`src/rtl/sincos_arb_pkg.sv`:
```
// Shared constants and FSM state type for the SinCos CORDIC request arbiter.
package sincos_arb_pkg;

  localparam int PHASE_W     = 10;
  localparam int DATA_W      = 13;
  localparam int TIMEOUT_DEF = 100;

  typedef enum logic [1:0] {
    IDLE  = 2'd0,
    ISSUE = 2'd1,
    WAIT  = 2'd2,
    RESP  = 2'd3
  } state_t;

endpackage

```
`src/rtl/sincos_arbiter_rr_arbiter.sv`:
```
// Combinational round-robin grant: first set request searching upward from ptr+1.
module rr_arbiter #(
  parameter int NUM_REQ = 4,
  parameter int IDX_W   = $clog2(NUM_REQ)
) (
  input  logic [NUM_REQ-1:0] req,
  input  logic [IDX_W-1:0]   ptr,
  output logic [NUM_REQ-1:0] gnt,
  output logic [IDX_W-1:0]   gnt_idx
);

  // Scan farthest-to-nearest so the requester closest after ptr overwrites the rest.
  always_comb begin
    int k;
    gnt     = '0;
    gnt_idx = '0;
    k       = 0;
    for (int i = NUM_REQ; i >= 1; i--) begin
      k = (int'(ptr) + i) % NUM_REQ;
      if (req[k[IDX_W-1:0]]) begin
        gnt     = '0;
        gnt[k[IDX_W-1:0]] = 1'b1;
        gnt_idx = k[IDX_W-1:0];
      end
    end
  end

endmodule

```
`src/rtl/sincos_arbiter.sv`:
```
// Shares one non-pipelined SinCos CORDIC core among NUM_REQ requesters.
// Define SINCOS_ARB_TIMEOUT_EN to add a WAIT watchdog that reports resp_err.
//
// state | meaning
// IDLE  | look for requests, grant round-robin, latch phase and id
// ISSUE | one-cycle trigger to the core with the latched phase
// WAIT  | wait for core valid (or watchdog expiry when compiled in)
// RESP  | one-cycle response strobe with registered data
module sincos_arbiter
  import sincos_arb_pkg::*;
#(
  parameter int NUM_REQ = 4,
  parameter int TIMEOUT = TIMEOUT_DEF,
  parameter int IDX_W   = $clog2(NUM_REQ)
) (
  input  logic                          sys_clk,
  input  logic                          sys_rst_n,
  input  logic [NUM_REQ-1:0]            req_vld,
  input  logic [NUM_REQ*PHASE_W-1:0]    req_phase,
  output logic [NUM_REQ-1:0]            req_rdy,
  output logic                          cor_trig,
  output logic [PHASE_W-1:0]            cor_data,
  input  logic                          cor_vld,
  input  logic signed [DATA_W-1:0]      cor_sin,
  input  logic signed [DATA_W-1:0]      cor_cos,
  output logic                          resp_vld,
  output logic [IDX_W-1:0]              resp_id,
  output logic signed [DATA_W-1:0]      resp_sin,
  output logic signed [DATA_W-1:0]      resp_cos,
  output logic                          resp_err
);

  state_t                   state_q;
  logic [IDX_W-1:0]         ptr_q;
  logic [IDX_W-1:0]         id_q;
  logic [PHASE_W-1:0]       phase_q;
  logic signed [DATA_W-1:0] sin_q;
  logic signed [DATA_W-1:0] cos_q;
  logic [NUM_REQ-1:0]       gnt;
  logic [IDX_W-1:0]         gnt_idx;
  logic [PHASE_W-1:0]       sel_phase;
  logic                     take;

  rr_arbiter #(.NUM_REQ(NUM_REQ), .IDX_W(IDX_W)) u_rr (
    .req     (req_vld),
    .ptr     (ptr_q),
    .gnt     (gnt),
    .gnt_idx (gnt_idx)
  );

  // No accept strobe while reset is held: nothing would be captured.
  assign take      = (state_q == IDLE) && (|req_vld) && !sys_rst_n;
  assign req_rdy   = take ? gnt : '0;
  assign sel_phase = req_phase[int'(gnt_idx)*PHASE_W +: PHASE_W];

  assign cor_trig  = (state_q == ISSUE);
  assign cor_data  = cor_trig ? phase_q : '0;
  assign resp_vld  = (state_q == RESP);
  assign resp_id   = id_q;
  assign resp_sin  = sin_q;
  assign resp_cos  = cos_q;

`ifdef SINCOS_ARB_TIMEOUT_EN
  localparam int CNT_W = $clog2(TIMEOUT);

  logic [CNT_W-1:0] cnt_q;
  logic             err_q;
  logic             tmo;

  assign tmo      = (cnt_q == CNT_W'(TIMEOUT - 1));
  assign resp_err = err_q;

  // A valid on the terminal-count cycle wins over the timeout.
  always_ff @(posedge sys_clk or posedge sys_rst_n) begin
    if (sys_rst_n) begin
      cnt_q <= '0;
      err_q <= 1'b0;
    end else begin
      if (state_q == ISSUE) begin
        cnt_q <= '0;
      end else if (state_q == WAIT) begin
        cnt_q <= cnt_q + 1'b1;
      end
      if ((state_q == WAIT) && (cor_vld || tmo)) begin
        err_q <= !cor_vld;
      end
    end
  end
`else
  assign resp_err = 1'b0;
`endif

  always_ff @(posedge sys_clk or posedge sys_rst_n) begin
    if (sys_rst_n) begin
      state_q <= IDLE;
      ptr_q   <= IDX_W'(NUM_REQ - 1);
      id_q    <= '0;
      phase_q <= '0;
      sin_q   <= '0;
      cos_q   <= '0;
    end else begin
      case (state_q)
        IDLE: begin
          if (|req_vld) begin
            state_q <= ISSUE;
            ptr_q   <= gnt_idx;
            id_q    <= gnt_idx;
            phase_q <= sel_phase;
          end
        end
        ISSUE: state_q <= WAIT;
        WAIT: begin
          if (cor_vld) begin
            sin_q   <= cor_sin;
            cos_q   <= cor_cos;
            state_q <= RESP;
          end
`ifdef SINCOS_ARB_TIMEOUT_EN
          else if (tmo) begin
            sin_q   <= '0;
            cos_q   <= '0;
            state_q <= RESP;
          end
`endif
        end
        RESP:    state_q <= IDLE;
        default: state_q <= IDLE;
      endcase
    end
  end

endmodule

```
`config.mk`:
```
export PLATFORM = sky130hd
export DESIGN_NAME = sincos_arbiter
export DESIGN_NICKNAME = d
export VERILOG_FILES = /design/src/rtl/sincos_arb_pkg.sv /design/src/rtl/sincos_arbiter_rr_arbiter.sv /design/src/rtl/sincos_arbiter.sv
export SDC_FILE = /design/constraint.sdc
export NUM_CORES = 1
export LEC_CHECK = 0
export BUFFER_PORTS_ARGS = -buffer_cell sky130_fd_sc_hd__buf_4
export CAP_MARGIN = 10
export CORE_MARGIN = 8
export CORE_UTILIZATION = 54
export DETAILED_ROUTE_END_ITERATION = 6
export PLACE_DENSITY = 0.87
export SLEW_MARGIN = 20
export SYNTH_ARGS = -nofsm -noshare
export SYNTH_HDL_FRONTEND = slang
export SYNTH_SLANG_ARGS = --single-unit
```
`constraint.sdc`:
```
create_clock -name sys_clk -period 5.88 [get_ports sys_clk]
set_clock_uncertainty 0.15 [all_clocks]
set_input_delay 0.588 -clock sys_clk [delete_from_list [all_inputs] [get_ports sys_clk]]
set_output_delay 0.588 -clock sys_clk [all_outputs]
set_load 0.05 [all_outputs]
```
==> results.py, run 1 <==
metrics = {
    "outcome": {
        "status": "complete, no violations",
    },
    "global_routing": {
        "busiest_layer": "met2",
        "grt.overflow.total": 0,
        "grt_util_met1_pct": 26.0,
        "use_met3_pct": 9.63,
        "gr-usage-met2_pct": 39.3,
        "grt_pass1_wl_microns": 16200,
        "antenna_found_initial": 0,
        "grt_pass1_vias": 3348,
        "track_usage_pct": 23.3,
        "grt_max_degree": 73,
    },
    "clock_tree": {
        "clock-sinks": 42,
        "clk_latency_ns": 0.29,
        "cts_resized": 0,
        "clkTransAtPathRegs_ns": 0.09,
        "cts_tree": "yes",
        "cts_setup_buffers": 0,
        "clockRootBuffer": "clkbuf_8",
        "cts.htree.levels": 2,
        "cts_buffers": 5,
        "clockBufferDepth": 2,
        "ctsHoldBuffers": 0,
    },
    "placed_design": {
        "port_buffers": 116,
        "dp_hpwl_microns": 7430,
        "placedCellCount": 517,
        "gp_congestion": 0.897,
        "place_ws_ns": 2.30,
    },
    "logic_synthesis": {
        "yosys.area_share.simple_pct": 16.8,
        "synthMuxAreaShare_pct": 17.3,
        "syn_area_sq_um": 3160,
        "synthesis.nets": 433,
        "synth_warnings": 0,
        "syn_inst": 348,
        "synth_xor_xnor_area_share_pct": 0,
        "synth_edf_count": 0,
        "synth_compound_area_share_pct": 21.8,
        "synthArstFlopShare_pct": 100,
        "yosysSeqAreaShare_pct": 33.4,
        "synth.avg_cell_area_sq_um": 9.07,
        "synthAdderAreaFrac_pct": 4.75,
        "synth_top_family_by_area": "compound AO/OA/AOI/OAI gates",
        "synth_ff_type": "dfrtp_1",
        "synth_cell_type_count": 43,
        "synth_seq_cells": 42,
    },
    "floorplan": {
        "ios": 118,
        "die_y_microns": 92.5,
        "num_rows": 28,
        "fp.dieW_microns": 92.5,
        "fp.dieArea_sq_um": 8550,
        "fp.coreArea_sq_um": 5780,
        "start_util_pct": 54.6,
    },
    "drt": {
        "via_per_inst": 6.10,
        "vias": 3201,
        "drtIter0Drc": 308,
        "antenna_left": 0,
        "drc": 0,
        "avgRoutedWirePerCell_microns": 19.4,
        "drt_pass1_iterations": 6,
        "wirelength_microns": 10200,
    },
    "sta": {
        "slew_headroom_pct": 30.0,
        "fmax_mhz": 250,
        "layout_min_cycle_time_ns": 4.00,
        "rsz0062_at_grt": "false",
        "setup_violations": 0,
        "tns_ns": 0,
        "worst_pin_slew_ns": 1.05,
        "finalHoldViolCount": 0,
        "setup_ws_ns": 1.88,
        "slew_viol_final": 0,
        "post-route-period-util_pct": 68.0,
    },
    "final_layout": {
        "final_common_cell": "buf_4",
        "drive_above_1_share_pct": 39.1,
        "synthToLayoutAreaGrowth_pct": 30.4,
        "n_antenna_cell": 0,
        "layout.cells.non_filler": 525,
        "nNetsFinal": 534,
        "final_core_util_pct": 71.3,
        "final_cell_mix": "buf_4, dfrtp_1, mux2_2",
    },
    "worst_setup_path": {
        "r2r_cells": 7,
        "path_class": "reg2out",
        "critPathArrivalTime_ns": 3.26,
        "critical_path.startpoint": "ptr_q[0]$_DFFE_PP1N_",
        "crit_fanout": 72,
        "start_kind": "flip-flop",
        "end_kind": "output pin",
        "r2r-start": "ptr_q[0]$_DFFE_PP1N_",
        "cp.required_ns": 5.14,
    },
    "worst_hold_path": {
        "worstHoldPathType": "in2async",
    },
    "power_and_ir_drop": {
        "cellLeakagePower_nw": 1.92,
        "peakVddDrop_uv": 399,
        "p_per_area_nw_per_um2": 675,
    },
    "job": {
        "max-cap-violations": 0,
    },
}
[registers in the layout, indices dropped and copies added, names as in the netlist]
signal	count
ptr_q	2
resp_cos	13
resp_id	2
resp_sin	13
state_q	2
phase_q	10
[power by group]
| group | internal, mW | total [mW] | switching [mW] |
|---|---|---|---|
| Sequential | 0.446 | 0.530 | 0.0845 |
| Clock | 0.0969 | 0.208 | 0.111 |
| Combinational | 0.703 | 2.04 | 1.34 |
[critical path, cell delays in order (launching register included)]
cell and delay (ns):
dfstp_2 0.55, buf_4 0.55, mux4_2 0.69, nor2b_4 0.37, a22oi_1 0.12, o21ai_0 0.21
nand2_1 0.08, a21oi_1 0.14, buf_4 0.22
[through the flow]
step	hold WS [ns]	power (mW)	cell area [sq um]
finish	0.313	2.78	4120
global route	0.354	2.95	4120
floorplan	0.375	2.05	3160
detailed placement	0.345	2.55	4020
global placement	0.339	2.50	4020
CTS	0.330	2.77	4120
[final timing paths]
| check | slack (ns) | endpoint |
|---|---|---|
| max | 1.88 | req_rdy[1] |
| min | 0.31 | phase_q[8]$_DFFE_PP0N_ |
| max reg2reg | 2.21 | phase_q[6]$_DFFE_PP0N_ |
| min reg2reg | 0.36 | resp_sin[9]$_DFFE_PP0P_ |
| max in group asynchronous | 4.89 | phase_q[6]$_DFFE_PP0N_ |
| min in group sys_clk | 0.36 | resp_sin[9]$_DFFE_PP0P_ |
[final cells by class]
cell class                      count  area, sq um
Multi-Input combinational cell    267         1920
Fill cell                         475         1660
Sequential cell                    42         1050
Timing Repair Buffer              121          908
Tap cell                           75         93.8
Clock buffer                        6         82.6
Inverter                           12         45.0
Clock inverter                      2         16.3
[layer usage]
metal  vias to the layer above  part of all wire, %
li1                       1500                    -
met4                         0                  1.1
met2                       176                   49
met3                        14                   13
met1                      1511                   37
met5                         -                    0
[Yosys cell counts (2+ instances only)]
master,count,share of area [%]
mux4_2,4,2.9
buf_2,7,1.1
buf_6,3,1.1
o41ai_1,7,1.9
a22oi_1,4,0.95
a21oi_1,34,5.4
mux2_2,36,13
o311ai_1,2,0.55
o22ai_1,9,1.8
clkbuf_1,15,1.8
o311ai_0,7,1.9
buf_4,2,0.48
and2_1,11,2.2
nor4_1,9,1.8
ha_1,12,4.8
and3_1,19,3.8
nor3_1,9,1.4
o21ai_0,19,3.0
dfstp_2,2,1.7
inv_1,11,1.3
o21ai_1,2,0.32
dfrtp_1,40,32
nand2_1,20,2.4
mux2i_1,5,1.6
nand3_1,9,1.4
nor2_1,24,2.9
o31ai_1,9,2.1
o41ai_2,2,1.0
[cell families after synthesis]
group,Yosys count
multiplexers,45
AND/OR/NAND/NOR,105
AO/OA/AOI/OAI,104
flip-flops,42
other,1
adder cells (fa/ha/maj),12
buffers and inverters,39
(Power assumes the default switching activity.)
==> inputs of run 2 (changes only) <==
CORE_UTILIZATION = 50   (was 54)
PLACE_DENSITY = 0.81   (was 0.87)
clock period = 3.9 ns   (was 5.88 ns; I/O delays follow)
==> run 2 against run 1 <==
Against the previous run: utilization down 5.0 points; clock-buffer cell count down 1; largest power group unchanged; critical path depth up 1.
==> results.py, run 2 (synthesized netlist as in run 1, its figures left out) <==
metrics = {
    "sta": {
        "layout_min_cycle_time_ns": 3.55,
        "post-route-period-util_pct": 91.1,
        "finalHoldViolCount": 0,
        "slew_headroom_pct": 49.7,
        "slew_viol_final": 0,
        "worst_pin_slew_ns": 0.755,
        "fmax_mhz": 282,
        "tns_ns": 0,
        "whs_ns": 0.0780,
        "rsz0062_at_grt": "false",
        "setup_violations": 0,
        "setup_ws_ns": 0.348,
    },
    "power_and_ir_drop": {
        "power_mw": 4.20,
        "p_per_area_nw_per_um2": 1010,
        "cellLeakagePower_nw": 1.93,
        "peakVddDrop_uv": 735,
    },
    "clock_tree": {
        "clockRootBuffer": "clkbuf_8",
        "ctsHoldBuffers": 0,
        "clkTransAtPathRegs_ns": 0.10,
        "cts.htree.levels": 2,
        "clockBufferDepth": 2,
        "cts_setup_buffers": 0,
        "cts_tree": "yes",
        "cts_buffers": 5,
        "clock-sinks": 42,
        "cts_resized": 0,
        "clk_latency_ns": 0.31,
    },
    "drt": {
        "antenna_left": 0,
        "avgRoutedWirePerCell_microns": 19.1,
        "wirelength_microns": 10100,
        "drt_pass1_iterations": 5,
        "via_per_inst": 6.09,
        "drc": 0,
        "drtIter0Drc": 309,
        "vias": 3221,
    },
    "final_layout": {
        "synthToLayoutAreaGrowth_pct": 31.0,
        "final_core_util_pct": 66.3,
        "n_antenna_cell": 0,
        "layout.cells.non_filler": 529,
        "final_cell_mix": "buf_4, dfrtp_1, mux2_2",
        "design_area_sq_um": 4140,
        "drive_above_1_share_pct": 39.6,
        "nNetsFinal": 536,
        "final_common_cell": "buf_4",
    },
    "worst_setup_path": {
        "path_class": "reg2out",
        "start_kind": "flip-flop",
        "rrSetupSlack_ns": 0.54,
        "cp.required_ns": 3.36,
        "critPathArrivalTime_ns": 3.01,
        "crit_fanout": 15,
        "end_kind": "output pin",
    },
    "global_routing": {
        "grt_pass1_vias": 3245,
        "grt_pass1_wl_microns": 15900,
        "track_usage_pct": 21.9,
        "antenna_found_initial": 0,
        "grt_max_degree": 66,
        "grt.overflow.total": 0,
    },
    "placed_design": {
        "place_ws_ns": 0.582,
        "placedCellCount": 521,
        "port_buffers": 116,
        "dp_hpwl_microns": 7280,
        "gp_congestion": 0.915,
        "place_area_sq_um": 4040,
    },
    "floorplan": {
        "start_util_pct": 50.6,
        "fp.dieArea_sq_um": 9120,
        "die_y_microns": 95.5,
        "ios": 118,
        "fp.dieW_microns": 95.5,
        "fp.coreArea_sq_um": 6240,
        "num_rows": 29,
    },
    "outcome": {
        "status": "complete, no violations",
    },
    "worst_hold_path": {
        "worstHoldPathType": "in2async",
    },
    "job": {
        "max-cap-violations": 0,
    },
}
## run 2: path summary, 6_finish.rpt
| path | start | to | cells after the start |
|---|---|---|---|
| setup / recovery | ptr_q[0]$_DFFE_PP1N_ | req_rdy[3] | 9 |
| hold / removal | sys_rst_n | phase_q[4]$_DFFE_PP0N_ | 3 |
| setup reg to reg | ptr_q[0]$_DFFE_PP1N_ | phase_q[0]$_DFFE_PP0N_ | 8 |
| hold reg to reg | resp_sin[12]$_DFFE_PP0P_ | resp_sin[12]$_DFFE_PP0P_ | 1 |
| max in group asynchronous | sys_rst_n | ptr_q[0]$_DFFE_PP1N_ | 3 |
| min in group sys_clk | cor_cos[2] | resp_cos[2]$_DFFE_PP0P_ | 2 |
## run 2: cell type report
class / count / area, sq um
fill: 543 / 2100
multi-input combinational: 267 / 1920
sequential: 42 / 1050
timing repair buffer: 123 / 923
tap: 77 / 96.3
clock buffer: 5 / 68.8
inverter: 12 / 45.0
clock inverter: 3 / 27.5
## run 2: power breakdown
group | internal (mW) | leakage (nW) | switching, mW | total [mW]
clock network | 0.133 | 0.0467 | 0.188 | 0.321
logic | 1.08 | 1.40 | 1.99 | 3.07
registers | 0.672 | 0.486 | 0.137 | 0.809
## run 2: layer usage
| layer | global-route usage, % | routed length (microns) |
|---|---|---|
| met1 | 26.9 | 3890 |
| met5 | 0 | 0 |
| met4 | 6.66 | 147 |
| met3 | 9.21 | 1320 |
| met2 | 34.3 | 4730 |
## run 2: critical path: stages (launching register included)
cell and delay (ns):
dfstp_2 0.65, inv_2 0.09, ha_1 0.43, mux4_2 0.44, nor2b_4 0.36, a22oi_1 0.14
o21ai_0 0.17, nand2_1 0.07, a21oi_1 0.14, buf_4 0.22
